==> config.mk <==
export PLATFORM = sky130hd
export DESIGN_NAME = vga_collision
export DESIGN_NICKNAME = d
export VERILOG_FILES = /design/src/rtl/vga_collision.sv
export SDC_FILE = /design/constraint.sdc
export NUM_CORES = 1
export LEC_CHECK = 0
export BUFFER_PORTS_ARGS = -buffer_cell sky130_fd_sc_hd__buf_2
export CELL_PAD_IN_SITES_DETAIL_PLACEMENT = 1
export CELL_PAD_IN_SITES_GLOBAL_PLACEMENT = 1
export CORE_ASPECT_RATIO = 1.5
export CORE_UTILIZATION = 42
export DETAILED_ROUTE_END_ITERATION = 16
export PLACE_DENSITY = 0.84
export SLEW_MARGIN = 25
export SYNTH_ARGS = -nofsm -noshare
export SYNTH_HDL_FRONTEND = slang
export SYNTH_SLANG_ARGS = --single-unit
==> constraint.sdc <==
create_clock -name clk -period 2.4 [get_ports clk]
set_input_delay 0.48 -clock clk [delete_from_list [all_inputs] [get_ports clk]]
set_output_delay 0.48 -clock clk [all_outputs]
set_load 0.01 [all_outputs]
==> src/rtl/vga_collision.sv <==
// Per-frame sprite collision accumulator with an Avalon-MM register window.
// Overlaps are gathered as sticky bits during a frame and published at line 480.
module vga_collision #(
    parameter int MAX_BULLETS       = 5,
    parameter int MAX_ENEMY_BULLETS = 6
) (
    input  logic                         clk,
    input  logic                         reset,
    input  logic                         pixel_valid,
    input  logic [9:0]                   vcount,
    input  logic                         ship_on,
    input  logic [1:0]                   enemy_on,
    input  logic [MAX_BULLETS-1:0]       bullet_on,
    input  logic [MAX_ENEMY_BULLETS-1:0] enemy_bullet_on,
    input  logic                         chipselect,
    input  logic                         read,
    input  logic                         write,
    input  logic [2:0]                   address,
    input  logic [7:0]                   writedata,
    output logic [7:0]                   readdata,
    output logic                         irq
);

    typedef enum logic [2:0] {
        REG_STAT0  = 3'd0,
        REG_STAT1  = 3'd1,
        REG_FRAMES = 3'd2,
        REG_HITS   = 3'd3,
        REG_CTRL   = 3'd4,
        REG_CLEAR  = 3'd5,
        REG_HITCLR = 3'd6
    } reg_addr_t;

    localparam int EB_W = (MAX_ENEMY_BULLETS < 6) ? MAX_ENEMY_BULLETS : 6;
    localparam int B_W  = (MAX_BULLETS < 5) ? MAX_BULLETS : 5;

    logic [9:0]                   vcount_q;
    logic                         acc_se, stat_se, nxt_se;
    logic [MAX_ENEMY_BULLETS-1:0] acc_eb, stat_eb, nxt_eb;
    logic [MAX_BULLETS-1:0]       acc_b, stat_b, nxt_b;
    logic [1:0]                   acc_e, stat_e, nxt_e;
    logic [7:0]                   frame_count, ship_hits;
    logic                         irq_pending, irq_en, enable;

    logic       frame_end, sample, any_acc, ship_hit;
    logic       wr_ctrl, wr_clear, wr_hitclr;
    logic [5:0] eb_field;
    logic [4:0] b_field;
    logic [7:0] rd_mux;
    logic       unused_wdata;

    assign frame_end    = (vcount_q == 10'd479) && (vcount == 10'd480);
    assign sample       = pixel_valid && enable;
    assign wr_ctrl      = chipselect && write && (address == REG_CTRL);
    assign wr_clear     = chipselect && write && (address == REG_CLEAR);
    assign wr_hitclr    = chipselect && write && (address == REG_HITCLR);
    assign irq          = irq_pending && irq_en;
    assign unused_wdata = ^writedata[7:2];

    // Accumulators including this cycle's overlaps, so a frame_end sample is not lost
    always_comb begin
        nxt_se = acc_se;
        nxt_eb = acc_eb;
        nxt_b  = acc_b;
        nxt_e  = acc_e;
        if (sample) begin
            nxt_se = acc_se | (ship_on & (|enemy_on));
            nxt_eb = acc_eb | ({MAX_ENEMY_BULLETS{ship_on}} & enemy_bullet_on);
            nxt_b  = acc_b  | (bullet_on & {MAX_BULLETS{|enemy_on}});
            nxt_e  = acc_e  | (enemy_on & {2{|bullet_on}});
        end
        ship_hit = nxt_se | (|nxt_eb);
        any_acc  = ship_hit | (|nxt_b) | (|nxt_e);
    end

    always_comb begin
        eb_field = '0;
        b_field  = '0;
        eb_field[EB_W-1:0] = stat_eb[EB_W-1:0];
        b_field[B_W-1:0]   = stat_b[B_W-1:0];
        case (address)
            REG_STAT0:  rd_mux = {1'b0, stat_se, eb_field};
            REG_STAT1:  rd_mux = {1'b0, stat_e, b_field};
            REG_FRAMES: rd_mux = frame_count;
            REG_HITS:   rd_mux = ship_hits;
            REG_CTRL:   rd_mux = {6'b0, enable, irq_en};
            REG_CLEAR:  rd_mux = {7'b0, irq_pending};
            default:    rd_mux = '0;
        endcase
    end

    always_ff @(posedge clk) begin
        if (reset) begin
            vcount_q    <= '0;
            acc_se      <= 1'b0;
            acc_eb      <= '0;
            acc_b       <= '0;
            acc_e       <= '0;
            stat_se     <= 1'b0;
            stat_eb     <= '0;
            stat_b      <= '0;
            stat_e      <= '0;
            frame_count <= '0;
            ship_hits   <= '0;
            irq_pending <= 1'b0;
            irq_en      <= 1'b0;
            enable      <= 1'b1;
            readdata    <= '0;
        end else begin
            vcount_q <= vcount;
            if (chipselect && read)
                readdata <= rd_mux;

            // A CLEAR on the frame_end cycle wipes old status before the new frame lands
            if (frame_end) begin
                acc_se      <= 1'b0;
                acc_eb      <= '0;
                acc_b       <= '0;
                acc_e       <= '0;
                stat_se     <= (wr_clear ? 1'b0 : stat_se) | nxt_se;
                stat_eb     <= (wr_clear ? '0 : stat_eb) | nxt_eb;
                stat_b      <= (wr_clear ? '0 : stat_b) | nxt_b;
                stat_e      <= (wr_clear ? '0 : stat_e) | nxt_e;
                irq_pending <= (wr_clear ? 1'b0 : irq_pending) | any_acc;
                frame_count <= frame_count + 8'd1;
            end else begin
                acc_se <= nxt_se;
                acc_eb <= nxt_eb;
                acc_b  <= nxt_b;
                acc_e  <= nxt_e;
                if (wr_clear) begin
                    stat_se     <= 1'b0;
                    stat_eb     <= '0;
                    stat_b      <= '0;
                    stat_e      <= '0;
                    irq_pending <= 1'b0;
                end
            end

            if (frame_end && ship_hit)
                ship_hits <= wr_hitclr ? 8'd1 :
                             (ship_hits == 8'hFF) ? ship_hits : ship_hits + 8'd1;
            else if (wr_hitclr)
                ship_hits <= '0;

            if (wr_ctrl) begin
                irq_en <= writedata[0];
                enable <= writedata[1];
            end
        end
    end

endmodule

# == Word level (Yosys, flattened, before mapping) ==
# Index checks and enable logic that the tools add are counted.
# totals
inputBits,41
output_inout_bits,9
elab_cells,80
reg_bits,65
# op_classes
n_bitwise,16
mux,19
n_eq_ne,10
addsub,2
n_reduce_logical,18
# ops
op,count
case mux 8 bit (6 select lines),1
2-to-1 mux 8 bit,4
== test 10 x 9 -> 1 bit (second input constant),2
2-to-1 mux 6 bit,3
adder 8 x 1 -> 8 bit (second input constant),2
2-to-1 mux 5 bit,3
OR 6 bit,2
OR 5 bit,2
OR reduction 5 bit,2
== test 3 bit (second input constant),3
logical AND 1 bit,9
== test 8 bit (second input constant),1
bitwise AND 6 bit,1
== test 3 x 2 -> 1 bit (second input constant),2
2-to-1 mux 2 bit,3
OR 1 bit,6
OR reduction 2 bit,3
OR reduction 6 bit,1
bitwise AND 5 bit,1
2-to-1 mux 1 bit,5
OR 2 bit,2
== test 3 x 1 -> 1 bit (second input constant),1
zero test 3 bit,1
bitwise AND 2 bit,1
other kinds (4),4

# == Logic depth before layout (Yosys ltp) ==
# Gate-level depths: netlist (run 1).
# depth
ltp_word,9
depth_mapped,7
ltp_nobuf,6

# == Least setup slack after synthesis (run 1) ==
# Ideal clock, no wire load.
# synth_path
path_kind,input to register
start,in vcount[0]
end,reg ship_hits[6]
path_stages,5
setup_ps,116
t_arrival_ps,2069
required_time_ps,2284
slack_ps,214
n_path_buf,0
cell_sequence,or4_4 nor3_4 o211ai_2 or4_1 o211a_1
# synth_between
elab_chain_len,5
word_cells_on_any_way,6
classes_between,eq/ne: 1; mux: 1; reduce/logical: 4
# synth_rtl
item,line,source
start: declaration,10,"input logic [9:0] vcount,"
== test 10 x 9 -> 1 bit (*),52,assign frame_end = (vcount_q == 10'd479) && (vcount == 10'd480);
logical AND 1 bit (*),52,
logical AND 1 bit (*),140,if (frame_end && ship_hit)
nonzero test 2 bit (no line),-,
AND reduction 2 bit (no line),-,
end signal: assignment,141,ship_hits <= wr_hitclr ? 8'd1 :
end: declaration,42,"logic [7:0] frame_count, ship_hits;"
# Mark *: on every way between the ends. The rest lies on a longest branch, timed or not.
# A chain may end at the register's enable or synchronous reset.

# == Worst setup path in the final report (run 1) ==
# layout_path
start,in vcount[0]
end,reg frame_count[6]
# layout_between
elab_chain_len,2
# layout_rtl
item,line,source
== test 10 x 9 -> 1 bit,52,
logical AND 1 bit,52,
end signal: assignment,125,frame_count <= frame_count + 8'd1;
end: declaration,42,
# Every way passes these cells.

==> results of run 1 <==
-- per-layer routing --
metal / up-vias / wire [µm]
met5: - / 0
met4: 0 / 121
met3: 12 / 256
met2: 57 / 4030
met1: 1187 / 2840
li1: 1172 / -
-- path summary, 6_finish.rpt --
kind | from | to | slack [ps] | depth (start not counted)
max | vcount[0] | frame_count[6] | 290 | 7
min | writedata[1] | enable | 360 | 2
max reg2reg | enable | ship_hits[7] | 530 | 6
min reg2reg | irq_pending | irq_pending | 490 | 2
-- area by class of cell --
type | count | share of cell area (%)
Sequential cell | 65 | 39.7
Inverter | 5 | 0.572
Clock inverter | 3 | 1.98
Timing Repair Buffer | 53 | 9.23
Multi-Input combinational cell | 208 | 41.5
Clock buffer | 13 | 4.24
Tap cell | 74 | 2.82
-- worst max-delay path: stages --
cell and delay (ps):
buf_2 100, or4_4 550, nor3_4 220, buf_4 170, nand4_2 150, or4_1 510
a21oi_1 190
-- placed cells by master (no fill, tap or decap), drive strengths merged, types with 3 or more instances in the layout --
cell type / instances
nor3: 9
mux4: 6
o31ai: 4
o41ai: 3
nand2: 15
nor2: 48
dfxtp: 65
or2: 3
and3: 3
a22oi: 5
nor4: 4
a2bb2oi: 14
inv: 5
mux2i: 3
nand3: 6
a21oi: 29
clkbuf: 13
nor2b: 12
or3: 3
buf: 53
or4: 6
o21ai: 4
-- registers in the layout, indices dropped and copies added (netlist names), 2 cells and up --
name         cells
frame_count      8
ship_hits        8
eb_field         6
b_field          5
acc_eb           6
readdata         8
acc_b            5
acc_e            2
vcount_q        10
stat_e           2
-- through the flow --
stage	hold slack (ps)	power (mW)	util, %	setup slack [ps]
2_1_floorplan	437	1.23	-	214
3_3_place_gp	465	1.30	49.5	45.8
3_5_place_dp	474	1.31	49.5	-49.3
4_1_cts	348	2.28	52.7	316
5_1_grt	347	2.35	52.7	267
6_report	361	2.26	52.7	293
-- cell families (layout without fill, tap and decap cells) --
logic type      count (synthesis)  after routing  share of synthesized area (%)
buf+inv                        19             74                           2.74
mux                            10             10                           6.45
fa+ha+maj                       2              2                          0.914
flops                          65             65                           47.6
xor+xnor                        3              3                          0.960
compound gates                 74             74                           19.0
simple gates                  119            119                           22.4
-- power breakdown --
group / total (mW) / switching (mW) / internal, mW
combinational: 0.168 / 0.0969 / 0.0711
sequential: 1.12 / 0.0114 / 1.10
clock: 0.978 / 0.393 / 0.585
total: 2.26 / 0.501 / 1.76
==> results, run 1 <==
- The effective utilization at floorplan is 44.0%.
- The tool flagged a number of max-cap violations equal to 0.
- After the first detailed-routing iteration, the DRC count stood at approximately 110.
- In this run, synthesis inferred 0 flip-flops with an integrated enable.
- The unique cell type count in the Yosys netlist is 52.
- The main flop type after synthesis is dfxtp_1.
- In the routed layout, each cell is associated on average with a via count of approximately 5.8.
- The root buffer cell is clkbuf_8.
- In the final layout, the multi-input gates occupy between 1000 and 1500 µm².
- Dividing total power by cell area gives a power density of between 600 and 700 nW/µm².
- At the worst endpoint, the arrival time is 2370 ps.
- The number of pins exceeding their max-slew limit in the final report was 0.
- Counting every net in the synthesized netlist gives 335.
- The path type of the worst setup path is in -> reg.
- Of all cell types, the one taking the most synthesized area is dfxtp_1.
- The post-route minimum period is 2110 ps.
- The standby leakage power is around 1.3 nW.
- The placeable core area is roughly 6200 µm².
- The die extent in x is around 68 µm.
- For this run, global-route usage on met2 was measured as between 40 and 50%.
- STA puts the critical path data required time at 2660 ps.
- The congestion estimate from routability-driven global placement came to 0.828.
- The share of synthesized flip-flops with an asynchronous set or reset is 0%.
- The total global-route track usage is 24.0%.
- The worst pin sits at a relative slew slack of 61.6%.
- After detailed routing, the number of remaining DRC violations is 0.
- For this run, the number of Yosys warnings is 0.
- In this run the mean area of a mapped cell was 9.37 µm².
- The placed instances occupy a cell area of 3080 µm².
- The number of antenna diodes is 0.
- In the final routed layout, each cell accounts on average for around 17 µm.
- The maximum net fanout on the critical path is 5.
- After clock tree synthesis, the clock-pin slew on the worst setup and hold paths is ~70 ps.
- The worst setup skew after layout is around 8 ps.
- The number of cells in the design after placement is 405.
- After clock tree synthesis, the setup repair step added 0 buffers.
- Sorting the synthesized cells by area gives the leading types as dfxtp_1 (48%), nor2_1 (6.6%), a21oi_1 (5.3%).
- The total area of sequential cells is roughly 1300 µm².
- The number of global-route vias before repair is about 2500.
- The number of H-tree branching levels is 3.
- Setup repair after global routing left no endpoint under its margin.
- The sequential element share of the synthesized area is a little under half.
- The floorplan has 35 rows.
- The die covers 6850 µm².
- The flow ran to the end, and the final reports show no timing, DRC or antenna violations.
- For this design, the CTS-stage hold fixing added 0 buffers.
- The count of endpoints failing hold in the final timing report is 0.
- The routed wire length is a little over 7 mm.
- The count of input and output buffers is 43.
- The remaining antenna violation count is 0.
- The pin count of the biggest net entering global routing is 23.
- The initial antenna violation count is 0.
- The kind of end point of the critical path is a flop.
- For this run, the top clock speed supported by timing is ~470 MHz.
- The most repeated cell in the gate-level netlist after synthesis is dfxtp_1.
- Cells with a size suffix above 1 make up between 20% and 30% of the layout.
- The die is between 100 and 150 µm tall.
- The slew of the pin with the lowest slew margin is approximately 580 ps.
- The sort of element at the start of the critical path is an input pin.
- The netlist area before placement is approximately 2700 µm².
- The finished cells cover 3280 µm².
- The path category of the worst min-delay check is in -> reg.
- The number of iterations in the first detailed-routing pass is 4.
- At the end of the flow, the number of nets in the layout was between 300 and 400.
- The clock net in this run drives a total of 65 sinks.
- VDD sags by at most roughly 0.36 mV.
- Global routing finished with a remaining overflow of 0.
- Sorting the synthesized cells by how often they occur yields dfxtp_1 (65), nor2_1 (48), a21oi_1 (29).
- The longest clock path from root to sink contains 2 buffers.
- For met1 alone, demand over resource in global routing was about a quarter.
- The synthesized design devotes to its leading area cell type 47.6% of total area.
- The count of fill cells added during filler insertion is 733.
- After technology mapping, the gate count stands at 292.
- The top-level port count is 50.
- The number of gates resized after CTS is 0.
- The final critical path takes up about 88% of the cycle.
- The finished layout holds 421 standard cells, fillers aside.
- The global routing stage identified its most utilized layer as met2.
- The synthesized design contains between 60 and 70 register bits.
- Clock latency on the worst-skew pair, taken at its later pin, is 340 ps.
- The area growth from synthesis to layout is 19.8%.
- The first-pass GRT wire length is about 12 mm.
- The global-route track usage on met3 is 6.33%.
- Detailed placement finished with a half-perimeter wire length of approximately 5.6 mm.
- The number of CTS-inserted buffers is 9.
- The final count of negative-setup-slack endpoints is 0.
- The setup total negative slack is 0 ps.
- TritonCTS built the clock tree.
- The final route contains 2428 vias.
(Power assumes the default switching activity.)
==> run 2: changes to the inputs <==
MAX_ROUTING_LAYER = met4   (was unset)
==> results, run 2 (synthesis gave the netlist of run 1 again) <==
- The slack of the critical path is 297 ps (+4.26 ps).
- The startpoint of the worst hold path is writedata[1].
- The wire length per cell was 17.2 µm (about the same).
- The number of maximum-capacitance violations is 0 (unchanged).
- The origin of the critical flop-to-flop path is enable.
- The overall power consumption is 2.26 mW (about the same).
- The endpoint arrival time on the critical path is 2370 ps (about the same).
- The pin count of the biggest net entering global routing was 23 (unchanged).
- The largest stage delay on the critical path was 550 ps (about the same).
- The count of buffers added by post-CTS timing repair for setup is 0 (unchanged).
- The final count of negative-setup-slack endpoints is 0 (unchanged).
- The remaining antenna violation count is 0 (unchanged).
- The critical path is of the in -> reg type.
- The number of iterations in the first detailed-routing pass is 4 (unchanged).
- The net load switching power is 501 µW (about the same).
- The setup total negative slack is 0 ps (unchanged).
- The slowest stage of the critical path is the or4_4 cell.
- The number of pins exceeding their max-slew limit in the final report is 0 (unchanged).
- The fraction of layout cells with a size suffix above 1 is 23.6% (unchanged).
- Walking the worst path, the cells encountered are buf_2, or4_4, nor3_4, buf_4, nand4_2, or4_1, a21oi_1.
- The worst reg2reg path depth is 6 (unchanged).
- The effective utilization at floorplan was 44.0% (unchanged).
- The number of flip-flops under the largest register name is 10 (unchanged).
- The maximum net fanout on the critical path is 5 (unchanged).
- The number of hold-repair buffers added at the cts stage is 0 (unchanged).
- The number of CTS-inserted buffers is 9 (unchanged).
- The number of gates resized after CTS came to 0 (unchanged).
- The total via count after detailed routing is 2431 (+0.12%).
- The clock sink total is 65 (unchanged).
- The total area of sequential cells was 1300 µm² (unchanged).
- The slew of the pin with the lowest slew margin is 557 ps (-18.2 ps).
- The final critical-path share of the clock period is 87.6% (-0.18 points).
- The number of antenna diodes came to 0 (unchanged).
- Setup repair after global routing left no endpoint under its margin.
- The required time reported for the critical path endpoint is 2660 ps (about the same).
- Leaving out fill and tap cells, the most frequent cell in the layout is dfxtp_1.
- In this run the clock root is driven by a clkbuf_8.
- The final cell count without fillers came to 421 (unchanged).
- The startpoint of the worst setup timing path is vcount[0].
- TritonCTS built the clock tree.
- The sort of element at the start of the critical path is an input pin.
- The number of rows created at floorplan was 35 (unchanged).
- The routed wire length came to 7.24 mm (about the same).
- The switching share of power is 22.1% (about the same).
- The number of global-route vias before repair came to 2536 (+0.039%).
- The normalized max-slew margin is 62.8% (+1.2 points).
- For hold timing, the worst endpoint is enable.
- The path category of the worst min-delay check is in -> reg.
- The worst-case clock buffer depth is 2 (unchanged).
- The setup slack on the worst flop-to-flop path came to 530 ps (about the same).
- The worst setup path is captured at a flop.
- The worst ir drop on vdd is 0.356 mV (-0.13%).
- The first-pass GRT wire length is 12.0 mm (+0.23%).
- The global-route congestion overflow total is 0 (unchanged).
- The combinational fraction of design power is 7.4% (about the same).
- The layout overhead on the synthesized area is 19.8% (unchanged).
- The proportion of power drawn by the clock network came to 43.2% (about the same).
- The utilization after layout is 52.7% (unchanged).
- The vertical extent of the die is 101 µm (unchanged).
- The insertion delay to the later sink of the worst-skew pair was 340 ps (about the same).
- The power density over the cells came to 690 nW/µm² (about the same).
- The instance area at placement came to 3080 µm² (unchanged).
- The internal power summed over all cells is 1.76 mW (about the same).
- The count of fill cells added during filler insertion is 733 (unchanged).
- Ranked by flip-flop count, first place goes to vcount_q.
- The area of all placed cells without fillers was 3280 µm² (unchanged).
- The initial antenna violation count is 0 (unchanged).
- The total global-route track usage is 24.6% (+0.59 points).
- The count of endpoints failing hold in the final timing report is 0 (unchanged).
- The reg-to-reg endpoint is ship_hits[7].
- The mean number of vias per cell is 5.77 (+0.12%).
- The worst setup skew after layout was 7.68 ps (-0.190 ps).
- The area of combinational cells with multiple inputs is 1360 µm² (unchanged).
- The sequential cell fraction of total power is 49.4% (about the same).
- The standby leakage power was 1.29 nW (unchanged).
- The run finished with clean final reports.
- The clock transition at the register clock pins on the worst setup and hold paths after CTS was 70 ps (about the same).
- The worst setup slack before clock tree synthesis is -49.3 ps (unchanged).
- Leaving out fill and tap cells, the most frequent cells in the layout are dfxtp_1 (65), nor2_1 (48), buf_2 (43).
- The placeable core area is 6220 µm² (unchanged).
- The total die area is 6850 µm² (unchanged).
- The achievable clock frequency is 476 MHz (+0.20%).
- The top-level port count is 50 (unchanged).
- The placer's final routability congestion estimate came to 0.841 (+1.5%).
- The final net count came to 385 (unchanged).
- The hold path depth is 2 (unchanged).
- The count of input and output buffers was 43 (unchanged).
- The post-route minimum period is 2100 ps (-4.26 ps).
- The smallest hold slack is 361 ps (+0.601 ps).
- The die extent in x was 67.9 µm (unchanged).
- The number of H-tree branching levels was 3 (unchanged).
- The number of cells in the design after placement is 405 (unchanged).
- The count of unresolved DRC violations after routing is 0 (unchanged).
- The detailed-placement wirelength estimate is 5.61 mm (unchanged).
- The detailed router's first-iteration violation count is 110 (+1.9%).
-- run 2: cell counts in the layout (fill, tap and decap cells not counted) --
No cell type changed its count.
-- run 2: metal layers --
| layer | vias up | track usage (%) | wire length [µm] |
|---|---|---|---|
| met5 | - | - | 0 |
| met4 | 0 | 9.78 | 119 |
| met3 | 13 | 4.86 | 249 |
| met2 | 53 | 43.9 | 4070 |
| met1 | 1193 | 25.5 | 2800 |
| li1 | 1172 | - | - |
-- run 2: area by class of cell --
class,count,area share [%]
multi-input cells,208,41.5
flip-flops and latches,65,39.7
repair buffers,53,9.23
clock buffers,13,4.24
well taps,74,2.82
clock inverters,3,1.98
inverters,5,0.572
-- run 2: worst max-delay path by stage --
stage	to	slack, ps	depth (start not counted)
3_5_place_dp	frame_count[6]	-50	7
3_3_place_gp	frame_count[7]	50	7
2_1_floorplan	ship_hits[6]	210	5
5_1_grt	frame_count[6]	260	7
6_report	frame_count[6]	300	7
4_1_cts	frame_count[6]	320	7
-- run 2: critical path, delay by kind of cell --
kind | cells | cell delay (ps)
buffers and inverters | 2 | 270
AND/OR/NAND/NOR | 4 | 1430
AO/OA/AOI/OAI | 1 | 190
-- run 2: power by group through the flow --
stage | combinational (mW) | sequential, mW | clock, mW
floorplan | 0.0960 | 1.14 | 0
global placement | 0.163 | 1.14 | 0
detailed placement | 0.167 | 1.14 | 0
CTS | 0.169 | 1.12 | 0.998
global route | 0.185 | 1.12 | 1.04
finish | 0.168 | 1.12 | 0.978
